--- src/rtl/fetch_stage.sv ---
// Instruction fetch stage with IF/DE pipeline register and debug halt/step control.
// The debug FSM drains DE..WB with bubbles before reporting halted.
module fetch_stage #(
  parameter logic [31:0] RESET_PC     = 32'h0000_0000,
  parameter logic [31:0] NOP_INSN     = 32'h0000_0013,
  parameter int unsigned DRAIN_CYCLES = 4
) (
  input  logic        clk,
  input  logic        rst_n,
  input  logic        stall,
  input  logic        flush,
  input  logic [31:0] br_target,
  output logic [31:0] imem_addr,
  input  logic [31:0] imem_rdata,
  output logic [31:0] pc_de,
  output logic [31:0] ir_de,
  input  logic        dbg_halt_req,
  input  logic        dbg_resume_req,
  input  logic        dbg_step_req,
  input  logic        dbg_pc_wr,
  input  logic [31:0] dbg_pc_wdata,
  output logic        dbg_halted
);

  typedef enum logic [1:0] {
    S_RUN,
    S_DRAIN,
    S_HALTED,
    S_STEP
  } state_e;

  localparam logic [2:0] CNT_LOAD = 3'(DRAIN_CYCLES - 1);

  state_e      state_q, state_d;
  logic [2:0]  cnt_q, cnt_d;
  logic [31:0] pc_q, pc_d;
  logic [31:0] ir_q, ir_d;
  logic [31:0] pcde_q, pcde_d;
  logic        fetch_en;
  logic        advance;

  always_ff @(posedge clk or negedge rst_n) begin
    if (!rst_n) begin
      state_q <= S_RUN;
      cnt_q   <= '0;
      pc_q    <= RESET_PC;
      ir_q    <= NOP_INSN;
      pcde_q  <= '0;
    end else begin
      state_q <= state_d;
      cnt_q   <= cnt_d;
      pc_q    <= pc_d;
      ir_q    <= ir_d;
      pcde_q  <= pcde_d;
    end
  end

  // A flush moves the pipeline even when stall is also raised.
  assign advance = flush | ~stall;

  always_comb begin
    state_d  = state_q;
    cnt_d    = cnt_q;
    fetch_en = 1'b0;

    case (state_q)
      S_RUN: begin
        fetch_en = ~dbg_halt_req;
        if (dbg_halt_req) begin
          state_d = S_DRAIN;
          cnt_d   = CNT_LOAD;
        end
      end
      S_DRAIN: begin
        if (advance) begin
          if (cnt_q == 3'd0) begin
            state_d = S_HALTED;
          end else begin
            cnt_d = cnt_q - 3'd1;
          end
        end
      end
      S_HALTED: begin
        if (dbg_resume_req) begin
          state_d = S_RUN;
        end else if (dbg_step_req) begin
          state_d = S_STEP;
        end
      end
      S_STEP: begin
        fetch_en = 1'b1;
        if (!stall && !flush) begin
          state_d = S_DRAIN;
          cnt_d   = CNT_LOAD;
        end
      end
      default: state_d = S_RUN;
    endcase
  end

  always_comb begin
    pc_d   = pc_q;
    ir_d   = ir_q;
    pcde_d = pcde_q;

    if (state_q == S_HALTED) begin
      // Hazard controls are ignored while halted; only the debugger moves the PC.
      ir_d   = NOP_INSN;
      pcde_d = '0;
      if (dbg_pc_wr) begin
        pc_d = {dbg_pc_wdata[31:2], 2'b00};
      end
    end else if (flush) begin
      pc_d   = br_target;
      ir_d   = NOP_INSN;
      pcde_d = '0;
    end else if (stall) begin
      pc_d   = pc_q;
    end else if (fetch_en) begin
      pcde_d = pc_q;
      ir_d   = imem_rdata;
      pc_d   = pc_q + 32'd4;
    end else begin
      ir_d   = NOP_INSN;
      pcde_d = '0;
    end
  end

  assign imem_addr  = pc_q;
  assign pc_de      = pcde_q;
  assign ir_de      = ir_q;
  assign dbg_halted = (state_q == S_HALTED);

endmodule

--- config.mk ---
export PLATFORM = sky130hd
export DESIGN_NAME = fetch_stage
export DESIGN_NICKNAME = d
export VERILOG_FILES = /design/src/rtl/fetch_stage.sv
export SDC_FILE = /design/constraint.sdc
export NUM_CORES = 1
export LEC_CHECK = 0
export ABC_CLOCK_PERIOD_IN_PS = 2100
export CAP_MARGIN = 20
export CORE_MARGIN = 2
export CORE_UTILIZATION = 39
export CTS_CLUSTER_DIAMETER = 60
export DETAILED_ROUTE_END_ITERATION = 8
export PLACE_DENSITY_LB_ADDON = 0.1
export SETUP_SLACK_MARGIN = 0.5
export SYNTH_ARGS = -nofsm -noshare
export SYNTH_HDL_FRONTEND = slang
export SYNTH_SLANG_ARGS = --single-unit
--- constraint.sdc ---
create_clock -name clk -period 2.1 [get_ports clk]
set_input_delay 0.525 -clock clk [delete_from_list [all_inputs] [get_ports clk]]
set_output_delay 0.525 -clock clk [all_outputs]
set_load 0.02 [all_outputs]
==> run_results.csv, run 1 <==
group,metric,value,unit
status,status,"complete, no violations",
cts,clk_pin_slew,70,ps
power,p_leak,0.004284,µW
synth,synthTopCellsByArea,"dfrtp_1, a22o_1, o21ai_0",
placement,gp_congestion,0.8523,
cts,htree_num_levels,3,
critical_path,startpoint,"state_q[1]$_DFFE_PN0P_",
timing,finClkSkew,11.82,ps
cts,cts_root_buffer,"clkbuf_16",
timing,slew-limit-headroom,62.44,%
placement,dpl_worst_slack,-127.7,ps
cts,insertion_delay,360,ps
global_routing,grt_pass1_wl,30880,µm
cts,cts_tree,"yes",
global_routing,overflow,0,
synth,synth_ff_type,"dfrtp_1",
synth,synth_fp_nets,579,
final_layout,n_antenna_cell,0,
timing,fmax,514.7,MHz
synth,yosys_warnings,0,
critical_path,crit_arrival,2210,ps
floorplan,coreArea,0.01211,mm²
cts,hold_buffers,0,
route,wire_per_inst,24.17,µm
floorplan,io_pins,201,
floorplan,dieArea,0.01346,mm²
critical_path,r2r_end,"imem_addr[7]$_DFFE_PN0P_",
synth,post-synth-top-area-cell,"dfrtp_1",
global_routing,antenna_found_initial,0,
timing,finalSetupTns,0,ps
floorplan,initial_core_util,40.39,%
timing,min_period_over_period,92.53,%
power,power.density,1179,mW/mm²
floorplan,die_h,116,µm
timing,final-max-slew-violation-count,0,
flow_run,cap_violations,0,
route,wl,23740,µm
route,drtAntennaViolNets,0,
route,drc,0,
floorplan,row_count,40,
placement,dp_hpwl,11760,µm
synth,synth_edf_count,0,
timing,finalSetupViolCount,0,
route,vias_per_cell,6.129,
synth,synth_cell_type_count,57,
timing,setup_ws,156.9,ps
synth,synth_seq_cells,101,
final_layout,post-route-util,80.12,%
synth,syn_area,0.004892,mm²
critical_path,r2r_slack,160,ps
critical_path,start_kind,"flip-flop",
route,dr.pass1.iters,5,
synth,async_flop_share,100.0,%
route,first_iter_violations,682,
floorplan,die_x,116,µm
power,ir_worst_vdd,0.0006801,V
final_layout,drive_above_1_share,40.66,%
synth,synth_common_cells,"dfrtp_1, a22o_1, o21ai_0, nor2_1, nand2_1",
timing,finalCriticalPeriod,1943,ps
synth,syn-mean-instance-area,10.45,µm²
critical_path,critPathKind,"flip-flop to flip-flop",
placement,dp_cells,855,
min_path,hp-class,"primary input to async pin",
cts,cts_buffers,9,
critical_path,path_max_fanout,4,
critical_path,cp-endpoint,"imem_addr[7]$_DFFE_PN0P_",
critical_path,crit_required,2370,ps
critical_path,end_kind,"flip-flop",
synth,synthCells,468,
placement,io_buffers,198,
timing,worstMarginPinSlew,563.3,ps
final_layout,finalNonFillerCells,982,
synth,yosysTopAreaCellShare,50.13,%
critical_path,r2r_start,"state_q[1]$_DFFE_PN0P_",
global_routing,grt_pass1_vias,5627,
route,vias,6019,
timing,rsz0062_at_grt,"true",
critical_path,r2r_cells,9,
cts,clock_path_buffers,2,
global_routing,grtUsageTotal,30.51,%
cts,cts_sinks,101,
synth,synth_most_common_cell,"dfrtp_1",
synth,yosysSeqAreaShare,51.74,%
final_layout,synthToLayoutAreaGrowth,98.36,%
final_layout,nets,920,
timing,hold_viol,0,
global_routing,grt_max_degree,102,
==> flip-flops by register name, summed over array words and instances, names as in the netlist <==
name,flops
state_q,2
cnt_q,3
ir_de,32
imem_addr,32
pc_de,32
==> final cells by class <==
class | instances | area, µm²
clock buffers | 12 | 266.5
repair buffers | 362 | 3882
inverters | 10 | 37.54
well taps | 168 | 210.2
multi-input cells | 325 | 2714
flip-flops and latches | 101 | 2564
clock inverters | 4 | 30.03
fillers | 671 | 2407
==> power breakdown <==
group          leakage [µW]  internal (µW)  switching [µW]
Sequential          0.00130           2430             625
Clock              0.000145            907             781
Combinational       0.00284           3390            3300
Total               0.00428           6730            4710
==> per-layer routing <==
layer	vias to the layer above	GRT usage [%]	routed length (µm)
met5	-	0	0
met4	0	12.38	1358
met3	115	8.577	2400
met2	443	50.76	11310
met1	2932	37.58	8666
li1	2529	-	-
==> cells by family after synthesis <==
kind of cell	count (synthesis)	share of synthesized area (%)
AO/OA/AOI/OAI	194	29.97
AND/OR/NAND/NOR	117	12.00
flip-flops	101	51.74
buffers and inverters	44	3.504
adder cells (fa/ha/maj)	7	1.790
multiplexers	4	0.8184
XOR/XNOR	1	0.1791
==> worst max-delay path, stage by stage (launching register included) <==
cell and delay (ps):
dfrtp_1 400, buf_6 130, ha_4 170, or2_4 290, buf_6 120, buf_6 130, clkbuf_16 160, a21oi_1 210
o21ai_1 110, o21ai_1 130
==> worst min-delay path by stage <==
stage / to / slack [ps] / from
after detailed placement: pc_de[16]$_DFFE_PN0P_ / 490 / pc_de[16]$_DFFE_PN0P_
after global placement: ir_de[5]$_DFFE_PN0P_ / 490 / ir_de[5]$_DFFE_PN0P_
after global routing: ir_de[19]$_DFFE_PN0P_ / 280 / rst_n
after floorplan: cnt_q[0]$_DFFE_PN0P_ / 230 / rst_n
after CTS: ir_de[26]$_DFFE_PN0P_ / 260 / rst_n
final: ir_de[19]$_DFFE_PN0P_ / 230 / rst_n
==> through the flow <==
step | total power, µW | instance area (µm²) | hold WS (ps)
final | 11440 | 9704 | 233.9
after global routing | 11820 | 9704 | 277.5
after CTS | 9730 | 8880 | 260.1
after detailed placement | 6872 | 7470 | 489.6
after global placement | 6762 | 7470 | 486.4
after floorplan | 4949 | 5011 | 229.4
==> cell usage in the layout (no fill, tap or decap), drive strengths merged, types with 4 or more instances in the layout <==
cell	count
o31a	4
and4	4
nor4	10
a222oi	9
buf	192
nor3	6
a21oi	20
a22o	65
nand4	7
nand3	15
dfrtp	98
o22a	4
o21ai	39
o22ai	8
ha	7
clkbuf	23
nand2	31
o2bb2ai	8
a22oi	8
clkdlybuf4s15	51
inv	11
nor2	31
clkdlybuf4s50	98
dlygate4sd2	10
mux2i	4
o211a	5
==> timing repair <==
action	in CTS	in global routing
buffers inserted	41	45
pin swaps	68	47
gates cloned	21	4
endpoints found under the setup margin	192	168
resized for setup	340	156
No activity file was read; power rests on OpenSTA's default activity.
==> run 2: changes to the inputs <==
- REMOVE_ABC_BUFFERS: not set -> 1
==> run 2 against run 1 <==
Core utilization down 2.4 points. Largest power group unchanged. Worst setup slack worse by 10 ps. Global-route usage up 0.63 points. Total power down 4.7%. First-iteration DRC count down 19%. Combinational power down 8.2%. Final cell count down 2.0%. Register-to-register slack about the same.
==> run_results.csv, run 2 (same netlist as run 1, synthesis figures left out) <==
group,metric,value,unit
status,status,"complete, no violations",
final_layout,nets,901,
route,vias_per_cell,6.095,
route,first_iter_violations,555,
timing,finalCriticalPeriod,1953,ps
route,wl,22210,µm
placement,gp_congestion,0.8384,
placement,placed_area,0.007542,mm²
critical_path,path_cells,"nand4_1 > nor4_2 > nand3_1 > and3_1 > a2111o_1",
cts,cts_tree,"yes",
min_path,hp-class,"primary input to async pin",
timing,whs,83.69,ps
route,dr.pass1.iters,6,
placement,io_buffers,198,
cts,htree_num_levels,3,
global_routing,grt_pass1_vias,5825,
floorplan,row_count,40,
critical_path,path_max_fanout,2,
cts,cts_root_buffer,"clkbuf_16",
global_routing,grt_max_degree,44,
critical_path,crit_required,2320,ps
timing,rsz0062_at_grt,"true",
critical_path,crit_buf_inv,0,
floorplan,die_x,116,µm
route,wire_per_inst,23.09,µm
cts,hold_buffers,0,
final_layout,multi_input_area,0.002695,mm²
cts,clock_path_buffers,2,
floorplan,initial_core_util,40.39,%
timing,finClkSkew,13.25,ps
final_layout,ff_latch_area,0.002550,mm²
cts,clk_pin_slew,70,ps
final_layout,n_antenna_cell,0,
critical_path,critPathMaxStageDelay,390,ps
route,vias,5863,
critical_path,critical-path-top-delay-family,"simple AND/OR/NAND/NOR gates",
power,p_leak,0.004250,µW
global_routing,overflow,0,
power,p_int,6519,µW
placement,dp_hpwl,11960,µm
power,ir_worst_vdd,0.0006831,V
cts,cts_sinks,101,
timing,worstMarginPinSlew,501.0,ps
power,sw_frac_of_total,40.22,%
final_layout,synthToLayoutAreaGrowth,92.30,%
cts,insertion_delay,350,ps
global_routing,grt_pass1_wl,31790,µm
power,seqPwrFrac,26.8,%
floorplan,dieArea,0.01346,mm²
critical_path,start_kind,"flip-flop",
final_layout,final_common_cell,"clkdlybuf4s50_1",
global_routing,antenna_found_initial,0,
timing,fmax,512.0,MHz
flow_run,cap_violations,0,
power,power.density,1159,mW/mm²
timing,finalSetupViolCount,0,
critical_path,critPathKind,"flip-flop to flip-flop",
floorplan,coreArea,0.01211,mm²
route,drtAntennaViolNets,0,
power,comb_power_share,56.4,%
power,clockPowerShare,16.7,%
floorplan,die_h,116,µm
critical_path,cpMaxStageDelayCell,"dfrtp_1",
final_layout,final_cell_mix,"clkdlybuf4s50_1, dfrtp_1, buf_4",
route,drc,0,
global_routing,grtUsageTotal,31.15,%
critical_path,crit_arrival,2170,ps
cts,cts_buffers,9,
final_layout,fill_cells,760,
floorplan,io_pins,201,
timing,hold_viol,0,
power,switching_power,4385,µW
timing,final-max-slew-violation-count,0,
final_layout,design_area,0.009408,mm²
final_layout,drive_above_1_share,38.04,%
timing,slew-limit-headroom,66.45,%
timing,min_period_over_period,93.01,%
critical_path,end_kind,"flip-flop",
## run 2: changes by cell type in the layout (fill, tap and decap cells not counted), moves of 5 or more
cell / before / now
dlygate4sd2_1: 10 / 21
buf_4: 88 / 74
o21ai_2: 10 / 21
buf_6: 47 / 54
dfrtp_2: 26 / 15
dfrtp_1: 72 / 83
clkdlybuf4s15_1: 47 / 37
o21ai_1: 17 / 6
buf_8: 5 / 0
## run 2: power groups by stage
stage	Combinational (µW)	Clock [µW]	Sequential [µW]
final	6150	1820	2930
after global routing	6410	1930	2980
after global placement	3980	0	2850
after CTS	5350	1820	2870
after detailed placement	4050	0	2880
after floorplan	1360	0	3390
## run 2: path summary, 6_finish.rpt
| path | from | end | slack, ps | depth (start not counted) |
|---|---|---|---|---|
| max in group asynchronous | rst_n | ir_de[4]$_DFFE_PN1P_ | 1400 | 2 |
| worst max-delay path | imem_addr[15]$_DFFE_PN0P_ | imem_addr[24]$_DFFE_PN0P_ | 150 | 5 |
| worst min register to register | ir_de[13]$_DFFE_PN0P_ | ir_de[13]$_DFFE_PN0P_ | 500 | 1 |
| worst min-delay path | rst_n | ir_de[7]$_DFFE_PN0P_ | 80 | 1 |
| min in group clk | ir_de[13]$_DFFE_PN0P_ | ir_de[13]$_DFFE_PN0P_ | 500 | 1 |
| worst max register to register | imem_addr[15]$_DFFE_PN0P_ | imem_addr[24]$_DFFE_PN0P_ | 150 | 5 |
## run 2: repair_timing
item	CTS	global route
endpoints found under the setup margin	196	161
cloned	18	0
gates resized for setup	372	112
buffers inserted	39	23
hold endpoints to repair	0	0
pin swaps	68	30
## run 2: layer usage
layer,up-vias,wire length [µm],track usage [%]
met5,-,0,0
met2,412,10700,51.62
met1,2873,8427,38.22
met4,0,1080,15.24
li1,2483,-,-
met3,95,1996,7.479
## run 2: cell type report
type / count / area share [%]
clock buffers: 11 / 2.580
clock inverters: 4 / 0.7714
inverters: 10 / 0.3990
multi-input cells: 325 / 28.65
flip-flops and latches: 101 / 27.10
well taps: 168 / 2.234
repair buffers: 343 / 38.26
## run 2: stage by stage
step	setup slack (ps)	utilization, %	total power [µW]	TNS (ps)	std cells
6_report	146.7	77.68	10900	0	962
5_1_grt	153.6	77.68	11320	0	962
4_1_cts	252.1	74.40	10040	0	939
3_5_place_dp	-309.5	62.27	6927	-22690	867
3_3_place_gp	-271.6	62.27	6827	-19810	867
2_1_floorplan	-1374	-	4752	-100710	434
==> run 3: changes to the inputs <==
- PLACE_DENSITY: not set -> 0.77
- PLACE_DENSITY_LB_ADDON: 0.1 -> not set
==> run 3 against run 2 <==
Worst setup slack worse by 88 ps. Combinational power down 3%. Routed wire length up 3.1%. Die area unchanged. Clock skew down 3.0 ps. First-iteration DRC count up 14%. Via count up 0.84%. Critical path type unchanged.
==> run_results.csv, run 3 (same netlist as run 1, synthesis figures left out) <==
group,metric,value,unit
status,status,"complete, no violations",
critical_path,cpMaxStageDelayCell,"or3_4",
final_layout,n_antenna_cell,0,
critical_path,path_max_fanout,7,
global_routing,overflow,0,
cts,clk_pin_slew,80,ps
global_routing,antenna_found_initial,0,
final_layout,drive_above_1_share,36.88,%
floorplan,coreArea,0.01211,mm²
global_routing,grtUsageTotal,29.61,%
global_routing,grt_max_degree,61,
timing,finalCriticalPeriod,2041,ps
cts,cts_buffers,9,
critical_path,critPathMaxStageDelay,500,ps
floorplan,die_h,116,µm
placement,io_buffers,198,
final_layout,finalNonFillerCells,949,
cts,insertion_delay,350,ps
power,ir_worst_vdd,0.0006262,V
global_routing,grt_pass1_vias,5625,
final_layout,synthToLayoutAreaGrowth,89.90,%
timing,finalSetupTns,0,ps
power,p_leak,0.004163,µW
cts,clock_path_buffers,2,
final_layout,fill_cells,752,
cts,cts_tree,"yes",
final_layout,nets,887,
timing,worstMarginPinSlew,447.4,ps
route,drc,0,
global_routing,grt_pass1_wl,30640,µm
timing,rsz0062_at_grt,"true",
timing,min_period_over_period,97.20,%
critical_path,end_kind,"flip-flop",
timing,whs,497.9,ps
route,drtAntennaViolNets,0,
cts,cts_root_buffer,"clkbuf_16",
critical_path,path_cells,"nand4_1 > or3_4 > o41ai_2 > a21oi_2 > a311oi_1",
flow_run,cap_violations,0,
floorplan,row_count,40,
timing,hold_viol,0,
route,wire_per_inst,24.12,µm
power,power.density,1152,mW/mm²
route,vias_per_cell,6.230,
min_path,hp-class,"flip-flop to flip-flop",
timing,final-max-slew-violation-count,0,
timing,finClkSkew,10.26,ps
critical_path,r2r_end,"imem_addr[25]$_DFFE_PN0P_",
critical_path,crit_required,2330,ps
final_layout,post-route-util,76.70,%
critical_path,start_kind,"flip-flop",
min_path,min-delay-start,"pc_de[18]$_DFFE_PN0P_",
critical_path,crit_arrival,2270,ps
critical_path,critPathKind,"flip-flop to flip-flop",
cts,htree_num_levels,3,
placement,dpl_worst_slack,-232.7,ps
final_layout,final_common_cell,"clkdlybuf4s50_1",
critical_path,r2r_cells,5,
route,first_iter_violations,630,
floorplan,io_pins,201,
cts,cts_sinks,101,
timing,finalSetupViolCount,0,
floorplan,die_x,116,µm
critical_path,r2r_slack,60,ps
critical_path,r2r_start,"imem_addr[16]$_DFFE_PN0P_",
placement,gp_congestion,0.8356,
route,vias,5912,
route,wl,22890,µm
final_layout,final_cell_mix,"clkdlybuf4s50_1, dfrtp_1, buf_4",
timing,slew-limit-headroom,70.17,%
min_path,whs_path_depth,2,
floorplan,initial_core_util,40.39,%
min_path,holdPathEnd,"pc_de[18]$_DFFE_PN0P_",
placement,dp_cells,862,
placement,dp_hpwl,12110,µm
timing,fmax,489.9,MHz
route,dr.pass1.iters,6,
timing,setup_ws,58.73,ps
floorplan,dieArea,0.01346,mm²
run 3: metrics by stage:
stage | total power [µW] | area [µm²]
floorplan | 4752 | 4758
global placement | 6790 | 7527
detailed placement | 6933 | 7527
CTS | 9638 | 8660
global route | 11090 | 9290
finish | 10710 | 9290
run 3: repair_timing:
item / 4_1_cts / 5_1_grt
endpoints found under the hold margin: 5 / 0
setup buffers: 28 / 24
resized for setup: 350 / 128
pin swaps: 46 / 34
setup endpoints to repair: 196 / 156
hold buffers: 1 / 0
cloned: 12 / 6
run 3: layout make-up:
cell class	count	area (µm²)	share of cell area, %
multi-input combinational	324	2686	28.92
inverter	10	37.54	0.4040
clock buffer	10	239.0	2.572
tap	168	210.2	2.263
sequential	101	2550	27.45
clock inverter	6	62.56	0.6734
timing repair buffer	330	3505	37.72
run 3: routing by layer:
layer / GRT usage, % / share of wire [%] / vias to the layer above
li1: - / - / 2453
met1: 37.64 / 37 / 2868
met2: 48.50 / 47 / 462
met3: 6.695 / 10 / 129
met4: 13.17 / 5.8 / 0
met5: 0 / 0 / -
run 3: worst max path at each step:
stage	from	endpoint	slack, ps	cells past startpoint
finish	imem_addr[16]$_DFFE_PN0P_	imem_addr[25]$_DFFE_PN0P_	60	5
global route	state_q[1]$_DFFE_PN0P_	imem_addr[19]$_DFFE_PN0P_	80	9
CTS	state_q[1]$_DFFE_PN0P_	ir_de[15]$_DFFE_PN0P_	240	9
detailed placement	flush	imem_addr[7]$_DFFE_PN0P_	-230	7
global placement	flush	imem_addr[18]$_DFFE_PN0P_	-190	7
floorplan	state_q[0]$_DFFE_PN0P_	imem_addr[25]$_DFFE_PN0P_	-1370	7
run 3: worst max-delay path, delay by kind of cell (launching register included):
| kind | cells | cell delay [ps] |
|---|---|---|
| compound gates | 3 | 770 |
| simple gates | 2 | 750 |
| flops | 1 | 390 |
run 3: where the power goes:
part | switching (µW) | internal [µW]
combinational | 3100 | 2880
sequential | 587 | 2410
clock | 766 | 956
==> edit 1, RTL diff (flow settings as in run 1) <==
Reset style: synchronous (`rst_n`), changed in one clocked block.
--- a/src/rtl/fetch_stage.sv
+++ b/src/rtl/fetch_stage.sv
@@ -40,5 +40,5 @@
   logic        advance;
 
-  always_ff @(posedge clk or negedge rst_n) begin
+  always_ff @(posedge clk) begin
     if (!rst_n) begin
       state_q <= S_RUN;
Formal check against the unedited RTL: differs if rst_n is asserted again (counterexample within 4 cycles, from zero or initial values and one cycle with rst_n low); with rst_n held inactive, the same outputs for 4 cycles.
==> edit 1 against run 1 <==
Sequential cell count unchanged; wire length fell by 12%; area after synthesis down 3.0%; die area shrank 2.9%; design area is 6.8% lower; worst setup slack got worse by 9.3 ps; total power fell by 36%.
==> edit 1: results (changes against run 1) <==
| Metric | Value |
|---|---|
| Slew @ Worst Pin | 680 ps (+116 ps) |
| Post-synthesis mux area share | 2.77% (+2.0 points) |
| P_seq | 2330 uW (-24%) |
| Syn_nets | 686 (+18%) |
| HPWL after detailed placement | 12500 um (+6.1%) |
| CP max stage delay | 440 ps (+40 ps) |
| Synth Area in Compound Gates | 26.9% (-3.1 points) |
| Adder-cell share of the synthesized area | 1.85% (+0.056 points) |
| Sequential area share after synthesis | 42.6% (-9.1 points) |
| Final GP Congestion | 0.876 (+2.8%) |
| Largest delay share family, worst path | simple AND/OR/NAND/NOR gates |
| Status | finished clean |
| Total Wirelength | 20800 um (-12%) |
| Synth cell types | 51 (-11%) |
| Initial DRC Count | 531 (-22%) |
| Vias | 6045 (+0.43%) |
| Signal arrival time at the worst endpoint | 2240 ps (+30 ps) |
| Layout net count | 974 (+5.9%) |
| Largest net degree at the start of global routing | 62 (-39%) |
| Asr flop ratio synth | 0% (-100 points) |
| Commonest cells in the netlist | 101 x dfxtp_1, 96 x nor2_1, 65 x a22oi_1 |
| R2r endpoint | imem_addr[24] |
| CP startpoint | imem_addr[11] |
| Worst R2R Path Depth | 6 (-3) |
| Hold_ws | 462 ps (+228 ps) |
| Root Driver | clkbuf_16 |
| Total Routing Usage GR | 28.7% (-1.8 points) |
| Dpl cell area | 0.00741 mm^2 (-0.75%) |
| Post-synthesis xor/xnor area fraction | 0.554% (+0.37 points) |
| Worst VDD drop | 0.000526 V (-23%) |
| Layout Skew | 9.04 ps (-2.78 ps) |
| Synthesis-to-finish area growth | 90.7% |
| Slowest cell on crit path | or3_4 |
| Top cells by area, synth | dfxtp_1 43%, a22oi_1 10%, nor2_1 7.6% |
| Filler Cells Inserted | 797 (+19%) |
| Predominant post-synthesis flop cell | dfxtp_1 |
| Internal | 4640 uW (-31%) |
| Crit. End Element | flip-flop |
| DRT Pass-1 Iters | 9 (+4) |
| Hold Path Class | reg2reg |
[edit 1: metrics by stage]
stage          power, uW  worst slack (ps)  instances
2_1_floorplan       3680               113        575
3_3_place_gp        4620              -118        934
3_5_place_dp        4700              -141        934
4_1_cts             6750               195        996
5_1_grt             7670               110       1015
6_report            7360               148       1015
[edit 1: routing by layer]
metal	vias to the layer above	routed length, um	GRT usage [%]
li1	2714	-	-
met1	2881	7970	35.3
met2	364	10200	49.3
met3	86	1800	5.45
met4	0	872	12.0
met5	-	0	0
[edit 1: final cells by class]
class / count / area share, %
Tap cell: 147 / 2.03
Timing Repair Buffer: 323 / 34.5
Multi-Input combinational cell: 408 / 36.4
Inverter: 20 / 0.885
Clock buffer: 9 / 2.49
Clock inverter: 7 / 0.526
Sequential cell: 101 / 23.1
[edit 1: what timing repair did]
item | 4_1_cts | 5_1_grt
buffers inserted | 41 | 14
pin swaps | 39 | 93
endpoints found under the setup margin | 175 | 126
resized for setup | 271 | 136
cloned | 5 | 5
==> edit 2, RTL diff (settings of run 1) <==
Without the edit above. Change the parameter `NOP_INSN` from 32'h0000_0013 to 32'h00000010.
--- a/src/rtl/fetch_stage.sv
+++ b/src/rtl/fetch_stage.sv
@@ -3,5 +3,5 @@
 module fetch_stage #(
   parameter logic [31:0] RESET_PC     = 32'h0000_0000,
-  parameter logic [31:0] NOP_INSN     = 32'h0000_0013,
+  parameter logic [31:0] NOP_INSN     = 32'h00000010,
   parameter int unsigned DRAIN_CYCLES = 4
 ) (
Function: changed (Yosys sat finds a counterexample within 4 cycles, from zero or initial values and one cycle with rst_n low).
==> edit 2 against run 1 <==
Wire length is 20% lower; area after synthesis is 0.95% higher; design area is 6.5% lower; die area is 0.92% higher; worst setup slack worse by 20 ps; core utilization is 7.3 points lower; sequential cell count stayed put; sequential power is 3% lower; total power is 8.9% lower; critical endpoint is now imem_addr[17].
==> edit 2: results (changes against run 1) <==
| Metric | Value |
|---|---|
| Status | finished clean |
| Met1 Usage GRT | 32.7% (-4.8 points) |
| CP startpoint | state_q[0] |
| Mapped Cells | 470 (+0.43%) |
| Commonest cells in the netlist | 100 x dfrtp_1, 68 x a22o_1, 38 x o21ai_0 |
| Layout net count | 890 (-3.3%) |
| Filler Cells Inserted | 837 (+25%) |
| Initial DRC Count | 394 (-42%) |
| Layout cells sized above 1 | 36.7% (-3.9 points) |
| Vias in the first global route | 5493 (-2.4%) |
| R2r setup slk | 140 ps (-20 ps) |
| Total Routing Usage GR | 26.9% (-3.6 points) |
| Routed length per instance | 19.8 um (-18%) |
| Sw frac | 40.1% (-1.0 points) |
| Synth Area in Compound Gates | 29.7% (-0.28 points) |
| Inverters excl. clock | 11 (+1) |
| Met2 global-route usage | 46.0% (-4.8 points) |
| Post-synthesis xor/xnor area fraction | 0.177% (-0.0017 points) |
| Count of non-CTS buffers in the layout | 334 (-7.7%) |
| P_clk | 1570 uW (-7%) |
| Syn_nets | 581 (+0.35%) |
| R2r endpoint | imem_addr[17] |
| Layout Skew | 4.23 ps (-7.59 ps) |
| Adder-cell share of the synthesized area | 1.77% (-0.017 points) |
| Top cells by area, synth | dfrtp_1 51%, a22o_1 12%, o21ai_0 3.9% |
| Hold_ws | 169 ps (-64.7 ps) |
| CP Max Fanout | 5 (+1) |
| DR WL met3 | 1320 um (-45%) |
| Met2 routed WL | 9400 um (-17%) |
| Placed cells | 862 (+0.82%) |
| M1 WL | 7570 um (-13%) |
| Worst VDD drop | 0.000890 V (+31%) |
| Final GP Congestion | 0.870 (+2.1%) |
| Worst-Skew Late Latency | 340 ps (-20 ps) |
| #MultiIn Comb | 322 (-0.92%) |
| Via density per instance | 5.71 (-6.8%) |
| Sequential area share after synthesis | 51.2% (-0.54 points) |
| Comb power frac | 56.5% (-2.0 points) |
| Buffer share of cell area | 37.0% (-3.1 points) |
| Register Area | 0.00256 mm^2 (-0.20%) |
| Clock network area share | 3.02% (-0.037 points) |
| DRT Pass-1 Iters | 6 (+1) |
| Largest net degree at the start of global routing | 58 (-43%) |
| Clkbuf count | 10 (-2) |
| Post-synthesis mux area share | 0.811% (-0.0077 points) |
| First-pass GRT wire length | 28200 um (-8.5%) |
| Non-Filler Instances | 956 (-2.6%) |
| Met3 GRT Util | 6.07% (-2.5 points) |
[edit 2: critical path: cells and delay by family (launching register included)]
kind	cells	cell delay, ps
simple gates	1	170
fa+ha+maj	1	130
buf+inv	6	650
compound gates	3	520
flops	1	380
[edit 2: metrics by stage]
stage | power [uW] | cell area (um^2) | utilization, % | worst slack [ps] | setup TNS [ps]
floorplan | 5040 | 5090 | - | 201 | 0
global placement | 6920 | 7600 | 60.9 | -227 | -17470
detailed placement | 7030 | 7600 | 60.9 | -300 | -23270
CTS | 9770 | 8740 | 70.1 | 190 | 0
global route | 10900 | 9080 | 72.8 | 69.5 | 0
finish | 10400 | 9080 | 72.8 | 137 | 0
[edit 2: timing repair]
action,4_1_cts,5_1_grt
endpoints found under the setup margin,196,175
pin swaps,30,18
buffers inserted,54,16
gates cloned,8,0
hold buffers,0,0
gates resized for setup,338,116
